File: src/rtl/inst_fetch.sv
// Instruction-fetch stage: owns the PC, fetches over a req/ack memory handshake and fills the IF/ID register.
// Latency: one instruction per cycle with zero-wait memory; IF/ID is loaded on the edge that carries the ack.
// Backpressure: stall_i freezes IF/ID, and a word that arrives during a stall waits in a one-entry hold buffer.
//
// Ports:
//   clk, rst                     clock, asynchronous active-low reset
//   stall_i                      decode hazard stall, IF/ID holds
//   if_flush_i, pc_branch_i      taken branch redirect and its target
//   jmp_i, pc_jmp_i              JAL redirect and its target (wins over branch)
//   imem_req_o, imem_addr_o      fetch request and address
//   imem_ack_i, imem_rdata_i     one-cycle completion pulse and the instruction word
//   pc_o, inst_o, valid_o        IF/ID register towards decode
module inst_fetch #(
    parameter logic [31:0] RESET_PC = 32'h0000_0000,
    parameter logic [31:0] NOP_INST = 32'h0000_0013
) (
    input  logic        clk,
    input  logic        rst,
    input  logic        stall_i,
    input  logic        if_flush_i,
    input  logic [31:0] pc_branch_i,
    input  logic        jmp_i,
    input  logic [31:0] pc_jmp_i,
    output logic        imem_req_o,
    output logic [31:0] imem_addr_o,
    input  logic        imem_ack_i,
    input  logic [31:0] imem_rdata_i,
    output logic [31:0] pc_o,
    output logic [31:0] inst_o,
    output logic        valid_o
);

    typedef enum logic [1:0] {
        S_IDLE = 2'd0,
        S_REQ  = 2'd1,
        S_KILL = 2'd2,
        S_HOLD = 2'd3
    } state_t;

    state_t      state;
    state_t      state_nxt;
    logic [31:0] pc_r;
    logic [31:0] pc_nxt;
    // Address of the request currently on the bus; S_KILL keeps presenting it
    // until the memory answers, even though pc_r has already moved to the target.
    logic [31:0] addr_r;
    logic [31:0] buf_pc;
    logic [31:0] buf_inst;

    logic        redirect;
    logic [31:0] target;
    logic        buf_ld;
    logic        new_vld;
    logic [31:0] new_pc;
    logic [31:0] new_inst;

    assign redirect = jmp_i | if_flush_i;
    assign target   = jmp_i ? pc_jmp_i : pc_branch_i;

    // ------------------------------------------------------------------
    // State, PC, in-flight address and hold buffer
    // ------------------------------------------------------------------
    always_ff @(posedge clk or negedge rst) begin
        if (!rst) begin
            state    <= S_IDLE;
            pc_r     <= RESET_PC;
            addr_r   <= RESET_PC;
            buf_pc   <= 32'h0000_0000;
            buf_inst <= 32'h0000_0000;
        end else begin
            state <= state_nxt;
            pc_r  <= pc_nxt;
            if (state == S_REQ) begin
                addr_r <= pc_r;
            end
            if (buf_ld) begin
                buf_pc   <= pc_r;
                buf_inst <= imem_rdata_i;
            end
        end
    end

    // ------------------------------------------------------------------
    // Next state, next PC, memory request and the candidate IF/ID word
    // ------------------------------------------------------------------
    always_comb begin
        state_nxt   = state;
        pc_nxt      = pc_r;
        buf_ld      = 1'b0;
        new_vld     = 1'b0;
        new_pc      = buf_pc;
        new_inst    = buf_inst;
        imem_req_o  = 1'b0;
        imem_addr_o = pc_r;

        case (state)
            S_IDLE: begin
                state_nxt = S_REQ;
                if (redirect) begin
                    pc_nxt = target;
                end
            end

            S_REQ: begin
                imem_req_o  = 1'b1;
                imem_addr_o = pc_r;
                if (imem_ack_i) begin
                    if (redirect) begin
                        // Word belongs to the wrong path: drop it.
                        pc_nxt = target;
                    end else begin
                        pc_nxt = pc_r + 32'd4;
                        if (stall_i) begin
                            buf_ld    = 1'b1;
                            state_nxt = S_HOLD;
                        end else begin
                            new_vld  = 1'b1;
                            new_pc   = pc_r;
                            new_inst = imem_rdata_i;
                        end
                    end
                end else if (redirect) begin
                    // Cannot retract the address mid-request; let it drain in S_KILL.
                    pc_nxt    = target;
                    state_nxt = S_KILL;
                end
            end

            S_KILL: begin
                imem_req_o  = 1'b1;
                imem_addr_o = addr_r;
                if (redirect) begin
                    pc_nxt = target;
                end
                if (imem_ack_i) begin
                    state_nxt = S_REQ;
                end
            end

            S_HOLD: begin
                if (redirect) begin
                    pc_nxt    = target;
                    state_nxt = S_REQ;
                end else if (!stall_i) begin
                    new_vld   = 1'b1;
                    state_nxt = S_REQ;
                end
            end

            default: begin
                state_nxt = S_IDLE;
            end
        endcase
    end

    // ------------------------------------------------------------------
    // IF/ID register: a redirect bubbles it even while decode is stalled,
    // because the instruction it holds is on the squashed path.
    // ------------------------------------------------------------------
    always_ff @(posedge clk or negedge rst) begin
        if (!rst) begin
            pc_o    <= 32'h0000_0000;
            inst_o  <= NOP_INST;
            valid_o <= 1'b0;
        end else if (redirect) begin
            inst_o  <= NOP_INST;
            valid_o <= 1'b0;
        end else if (stall_i) begin
            pc_o    <= pc_o;
            inst_o  <= inst_o;
            valid_o <= valid_o;
        end else if (new_vld) begin
            pc_o    <= new_pc;
            inst_o  <= new_inst;
            valid_o <= 1'b1;
        end else begin
            inst_o  <= NOP_INST;
            valid_o <= 1'b0;
        end
    end

endmodule

File: config.mk
export PLATFORM = sky130hd
export DESIGN_NAME = inst_fetch
export DESIGN_NICKNAME = d
export VERILOG_FILES = /design/src/rtl/inst_fetch.sv
export SDC_FILE = /design/constraint.sdc
export NUM_CORES = 1
export LEC_CHECK = 0
export CORE_ASPECT_RATIO = 1.4
export CORE_MARGIN = 2
export CORE_UTILIZATION = 46
export CTS_BUF_LIST = sky130_fd_sc_hd__clkbuf_4 sky130_fd_sc_hd__clkbuf_8 sky130_fd_sc_hd__clkbuf_16
export DETAILED_ROUTE_END_ITERATION = 16
export PLACE_DENSITY = 0.86
export SLEW_MARGIN = 5
export SYNTH_ARGS = -nofsm -noshare
export SYNTH_HDL_FRONTEND = slang
export SYNTH_SLANG_ARGS = --single-unit
File: constraint.sdc
create_clock -name clk -period 1.8 [get_ports clk]
set_input_delay 0.36 -clock clk [delete_from_list [all_inputs] [get_ports clk]]
set_output_delay 0.36 -clock clk [all_outputs]
set_load 0.02 [all_outputs]
* Word level (Yosys, flattened, before mapping)
Cells that the tools add are included.
** Operators by class
- $add $sub $neg :: 1
- Equality and inequality tests :: 9
- Multiplexer cells :: 33
- Bitwise operators :: 3
- Reduce and logical (&&, ||, !) cells :: 5
** Operators with widths (count)
- 32-bit two-way mux :: 12
- 32-bit one-hot mux with 2 select lines :: 1
- 32-bit by 3-bit adder with 32-bit output, second input constant :: 1
- 2-bit two-way mux :: 7
- 3-bit inequality test, second input constant :: 4
- 1-bit two-way mux :: 11
- 2-bit one-hot mux with 4 select lines :: 1
- 5-bit AND reduction :: 1
- 2-bit equality test, second input constant :: 2
- 3-bit AND reduction :: 1
- 3-bit OR reduction :: 1
- 2-bit by 1-bit equality test with 1-bit output, second input constant :: 1
- 2-bit zero test :: 1
- 2-bit by 1-bit inequality test with 1-bit output, second input constant :: 1
- 2-bit inequality test, second input constant :: 1
- 1-bit inverter :: 2
- 1-bit one-hot mux with 2 select lines :: 1
- 2-bit OR reduction :: 1
- 1-bit OR :: 1
** Storage, ports and cells
- Register bits after elaboration :: 195
- Bits of input ports :: 102
- Output and inout bits :: 98
- Logic and storage cells :: 59

* Logic depth before layout (Yosys ltp)
- Word-level depth :: 7
- Mapped depth :: 8
- Gate-level depth less buffers :: 7

* Least setup slack after synthesis
OpenSTA, ideal clock, no wires.
- Kind :: register to output
- Start point :: reg state[0]
- End point :: out imem_addr_o[10]
- Data arrival time :: 1.663 ns
- Required time :: 1.440 ns
- Path slack :: -0.223 ns
- Stages on the path, launching flop included :: 6
- Path buffers :: 2
- Path through :: dfrtp_1 > inv_1 > ha_1 > clkbuf_1 > clkbuf_1 > mux2_2
** On the way
- Cells in the longest elaborated chain, start to end :: 2
** RTL lines
- start, declared :: line 40 : state_t state;
- start signal, assigned :: line 71 : state <= state_nxt;
- 2-bit equality test :: line 96 : case (state)
- 32-bit two-way mux :: line 96
- end, declared :: line 25 : output logic [31:0] imem_addr_o,
No other way between the ends.

* Worst setup path after layout
- Start point :: reg state[1]
- End point :: reg pc_r[22]
** On the way
- Cells in the longest elaborated chain, start to end :: 3
- Elaborated cells on any way between the ends :: 6
- Classes of those cells :: 3 x eq/ne; 1 x mux; 2 x reduce/logical
** RTL lines
- 2-bit equality test or 2-bit zero test (tied branches) :: line 96
- 3-bit OR reduction (no source line)
- 32-bit one-hot mux with 2 select lines * :: line 96
- via pc_nxt[22] :: line 43 : logic [31:0] pc_nxt;
- end signal, assigned :: line 72 : pc_r <= pc_nxt;
- end, declared :: line 42 : logic [31:0] pc_r;
Mark *: on every way through the listed nets, which the timed path passes. The rest lies on a longest branch.
A chain may end at the register's enable or synchronous reset.

==> results <==
[timing repair]
item / CTS / global route
hold buffers: 1 / 0
endpoints found under the setup margin: 169 / 260
pin swaps: 37 / 60
buffers inserted: 30 / 29
endpoints found under the hold margin: 23 / 0
cloned: 18 / 11
gates resized for setup: 346 / 307
[power breakdown]
group          switching [mW]  leakage, nW  internal (mW)
combinational            5.06         4.23           5.66
clock                    1.93        0.305           2.26
sequential               1.34         2.39           5.99
total                    8.34         6.93           13.9
[metrics by stage]
| stage | hold slack (ns) | total power, mW | utilization (%) |
|---|---|---|---|
| after global placement | 0.298 | 13.8 | 61.6 |
| after CTS | 0.383 | 19.6 | 71.9 |
| after floorplan | 0.0644 | 10.9 | - |
| final | 0.382 | 22.2 | 77.8 |
| after detailed placement | 0.295 | 14.1 | 61.6 |
| after global routing | 0.391 | 23.0 | 77.8 |
[state kept, by name, summed over array words and instances, names as in the netlist]
register	cells
pc_r	32
inst_o	32
state	2
buf_pc	32
buf_inst	32
valid_o	1
pc_o	32
addr_r	32
[worst max-delay path by stage]
stage,from,to,slack (ns),cells past startpoint
floorplan,state[0]$_DFFE_PN0P_,imem_addr_o[24],-0.02,5
global placement,if_flush_i,pc_o[27]$_DFFE_PN0P_,-0.30,7
detailed placement,if_flush_i,pc_o[28]$_DFFE_PN0P_,-0.39,7
CTS,state[0]$_DFFE_PN0P_,imem_addr_o[27],-0.37,6
global route,state[1]$_DFFE_PN0P_,pc_r[22]$_DFF_PN0_,-0.57,11
finish,state[1]$_DFFE_PN0P_,pc_r[22]$_DFF_PN0_,-0.54,11
[layout make-up]
class                      count  share of cell area (%)
sequential                   195                    32.6
clock buffer                  17                    2.83
timing repair buffer         344                    26.5
antenna                        1                  0.0167
multi-input combinational    557                    34.3
clock inverter                15                    1.46
tap                          248                    2.07
inverter                       9                   0.242
[logic make-up (layout without fill, tap and decap cells)]
family	after synthesis	count (layout)	synth area share, %
AO/OA/AOI/OAI	130	131	8.49
multiplexers	165	165	20.0
other	0	1	0
adder cells (fa/ha/maj)	5	5	0.690
XOR/XNOR	26	26	2.51
AND/OR/NAND/NOR	230	230	11.4
buffers and inverters	66	385	3.04
flip-flops	195	195	53.9
[critical path: stages, from the launching register on]
cell	delay [ns]
dfrtp_1	0.42
buf_6	0.13
buf_6	0.11
inv_4	0.06
ha_4	0.14
nand4_1	0.12
buf_6	0.18
nor3_2	0.11
buf_4	0.18
nand4_1	0.33
xor2_1	0.30
o21ai_1	0.11
[routing by layer]
layer / vias up / wire [um]
li1: 3484 / -
met1: 4400 / 12700
met2: 659 / 19500
met3: 250 / 3830
met4: 2 / 2780
met5: - / 12
[cells in the mapped netlist (2+ instances only)]
| library cell | n | share of area (%) |
|---|---|---|
| dfrtp_1 | 192 | 53 |
| inv_1 | 8 | 0.33 |
| nand2_1 | 130 | 5.4 |
| nor3_1 | 5 | 0.28 |
| xnor2_1 | 9 | 0.87 |
| mux2_2 | 129 | 16 |
| a22oi_1 | 14 | 1.2 |
| nor4_2 | 2 | 0.28 |
| a21oi_1 | 10 | 0.55 |
| nor2_1 | 47 | 1.9 |
| dfstp_2 | 3 | 0.87 |
| buf_2 | 22 | 1.2 |
| xor2_1 | 17 | 1.6 |
| nand4_1 | 8 | 0.55 |
| ha_1 | 5 | 0.69 |
| a31oi_1 | 35 | 2.4 |
| and4_1 | 2 | 0.19 |
| nor4_1 | 2 | 0.14 |
| nand3_1 | 13 | 0.72 |
| clkbuf_1 | 30 | 1.2 |
| and3_1 | 9 | 0.62 |
| o211ai_1 | 2 | 0.17 |
| o22ai_1 | 4 | 0.28 |
| mux2i_1 | 36 | 4.0 |
| o21ai_1 | 4 | 0.22 |
| nor2_2 | 2 | 0.14 |
| o21ai_0 | 54 | 3.0 |
| nand4b_1 | 2 | 0.19 |
| buf_1 | 5 | 0.21 |
| and2_1 | 3 | 0.21 |
==> impl_metrics.csv <==
group,metric,value,unit
floorplanning,die_area,20900,sq um
global_route,antenna_found_initial,2,
layout,stdcell_count,1386,
sta,maxSlewHeadroom,54.0,%
setup_path,regToRegSetupSlack,-0.54,ns
run_status,outcome,"complete, but fails checks",
global_route,grt_pass1_wl,48500,um
logic_synthesis,ys_types,43,
detailed_routing,num_vias,8795,
layout,regArea,4890,sq um
power,ir_drop,721,uV
logic_synthesis,async_flop_share,100,%
layout,drive_gt1_share,42.6,%
clock_tree,h-tree-depth,4,
logic_synthesis,netlist_instances,817,
layout,fillCellCount,1001,
floorplanning,io_pins,200,
layout,area_growth,65.6,%
floorplanning,num_rows,60,
global_route,grt_max_degree,50,
place,postPlaceCellArea,11900,sq um
clock_tree,insertion_delay,0.45,ns
min_path,hp-class,"in -> async",
setup_path,end_kind,"register",
power,leakagePower,6.93,nW
layout,final_nets,1231,
setup_path,crit_required,2.11,ns
logic_synthesis,yosysWarningCount,0,
sta,period_share,130,%
setup_path,crit_arrival,2.65,ns
sta,rsz0062_at_grt,"true",
detailed_routing,ant_nets,0,
floorplanning,start_util,47.0,%
floorplanning,core,19300,sq um
sta,worst_pin_slew,0.690,ns
detailed_routing,routed_via_density,6.35,
global_route,grt_use_met3,8.71,%
layout,layout_commonest_cell,"dfrtp_1",
floorplanning,die_y,170,um
setup_path,rr_startpoint,"state[1]$_DFFE_PN0P_",
sta,fmax,0.428,GHz
setup_path,worstReg2RegEnd,"pc_r[22]$_DFF_PN0_",
global_route,overflow,0,
global_route,top_usage_layer,"met2",
place,port_buffers,199,
sta,hold_viol_final,0,
logic_synthesis,synth_ff_type,"dfrtp_1",
logic_synthesis,synth.avg_cell_area,11.1,sq um
clock_tree,clk_path_buf_depth,2,
place,gp_congestion,0.869,
layout,finalInstanceArea,15000,sq um
sta,setup_tns,-49.39,ns
setup_path,worstSetupPathType,"reg -> reg",
sta,slew_violations,0,
sta,min_period,2.34,ns
layout,multi_input_area,5150,sq um
global_route,grtUsageMet1,33.2,%
run_status,violations,"setup timing",
global_route,gr-usage-met2,53.5,%
logic_synthesis,synth_nets,924,
detailed_routing,wl_per_cell,27.9,um
setup_path,r2r_cells,11,
place,placed_cells,1287,
detailed_routing,wl,38700,um
logic_synthesis,syn-cell-area,9060,sq um
sta,worst_clock_skew,0.0162,ns
place,post-place-ws,-0.387,ns
detailed_routing,drtIter0Drc,804,
power,power_density,1480,nW/um^2
clock_tree,clock_sinks,195,
detailed_routing,drc_errors,0,
global_route,track_usage,30.9,%
floorplanning,dieWidth,123,um
clock_tree,clk_pin_slew,0.08,ns
logic_synthesis,synth_edf_count,0,
global_route,grt_pass1_vias,8775,
setup_path,cp_max_fo,7,
clock_tree,cts_buffers,17,
logic_synthesis,synth-seq-cells,195,
logic_synthesis,ys_seq_area_share,53.9,%
clock_tree,cts_root_buffer,"clkbuf_16",
sta,finalWorstSetupSlack,-0.538,ns
place,hpwl,17900,um
layout,final_cell_mix,"dfrtp_1, nand2_1, clkdlybuf4s50_1, mux2_4, buf_4",
setup_path,critPathLaunchType,"register",
clock_tree,cts_tree,"yes",
run,cap_violations,0,
sta,setup_viol,208,
detailed_routing,drt_first_pass_iters,9,
(Power assumes the default switching activity.)
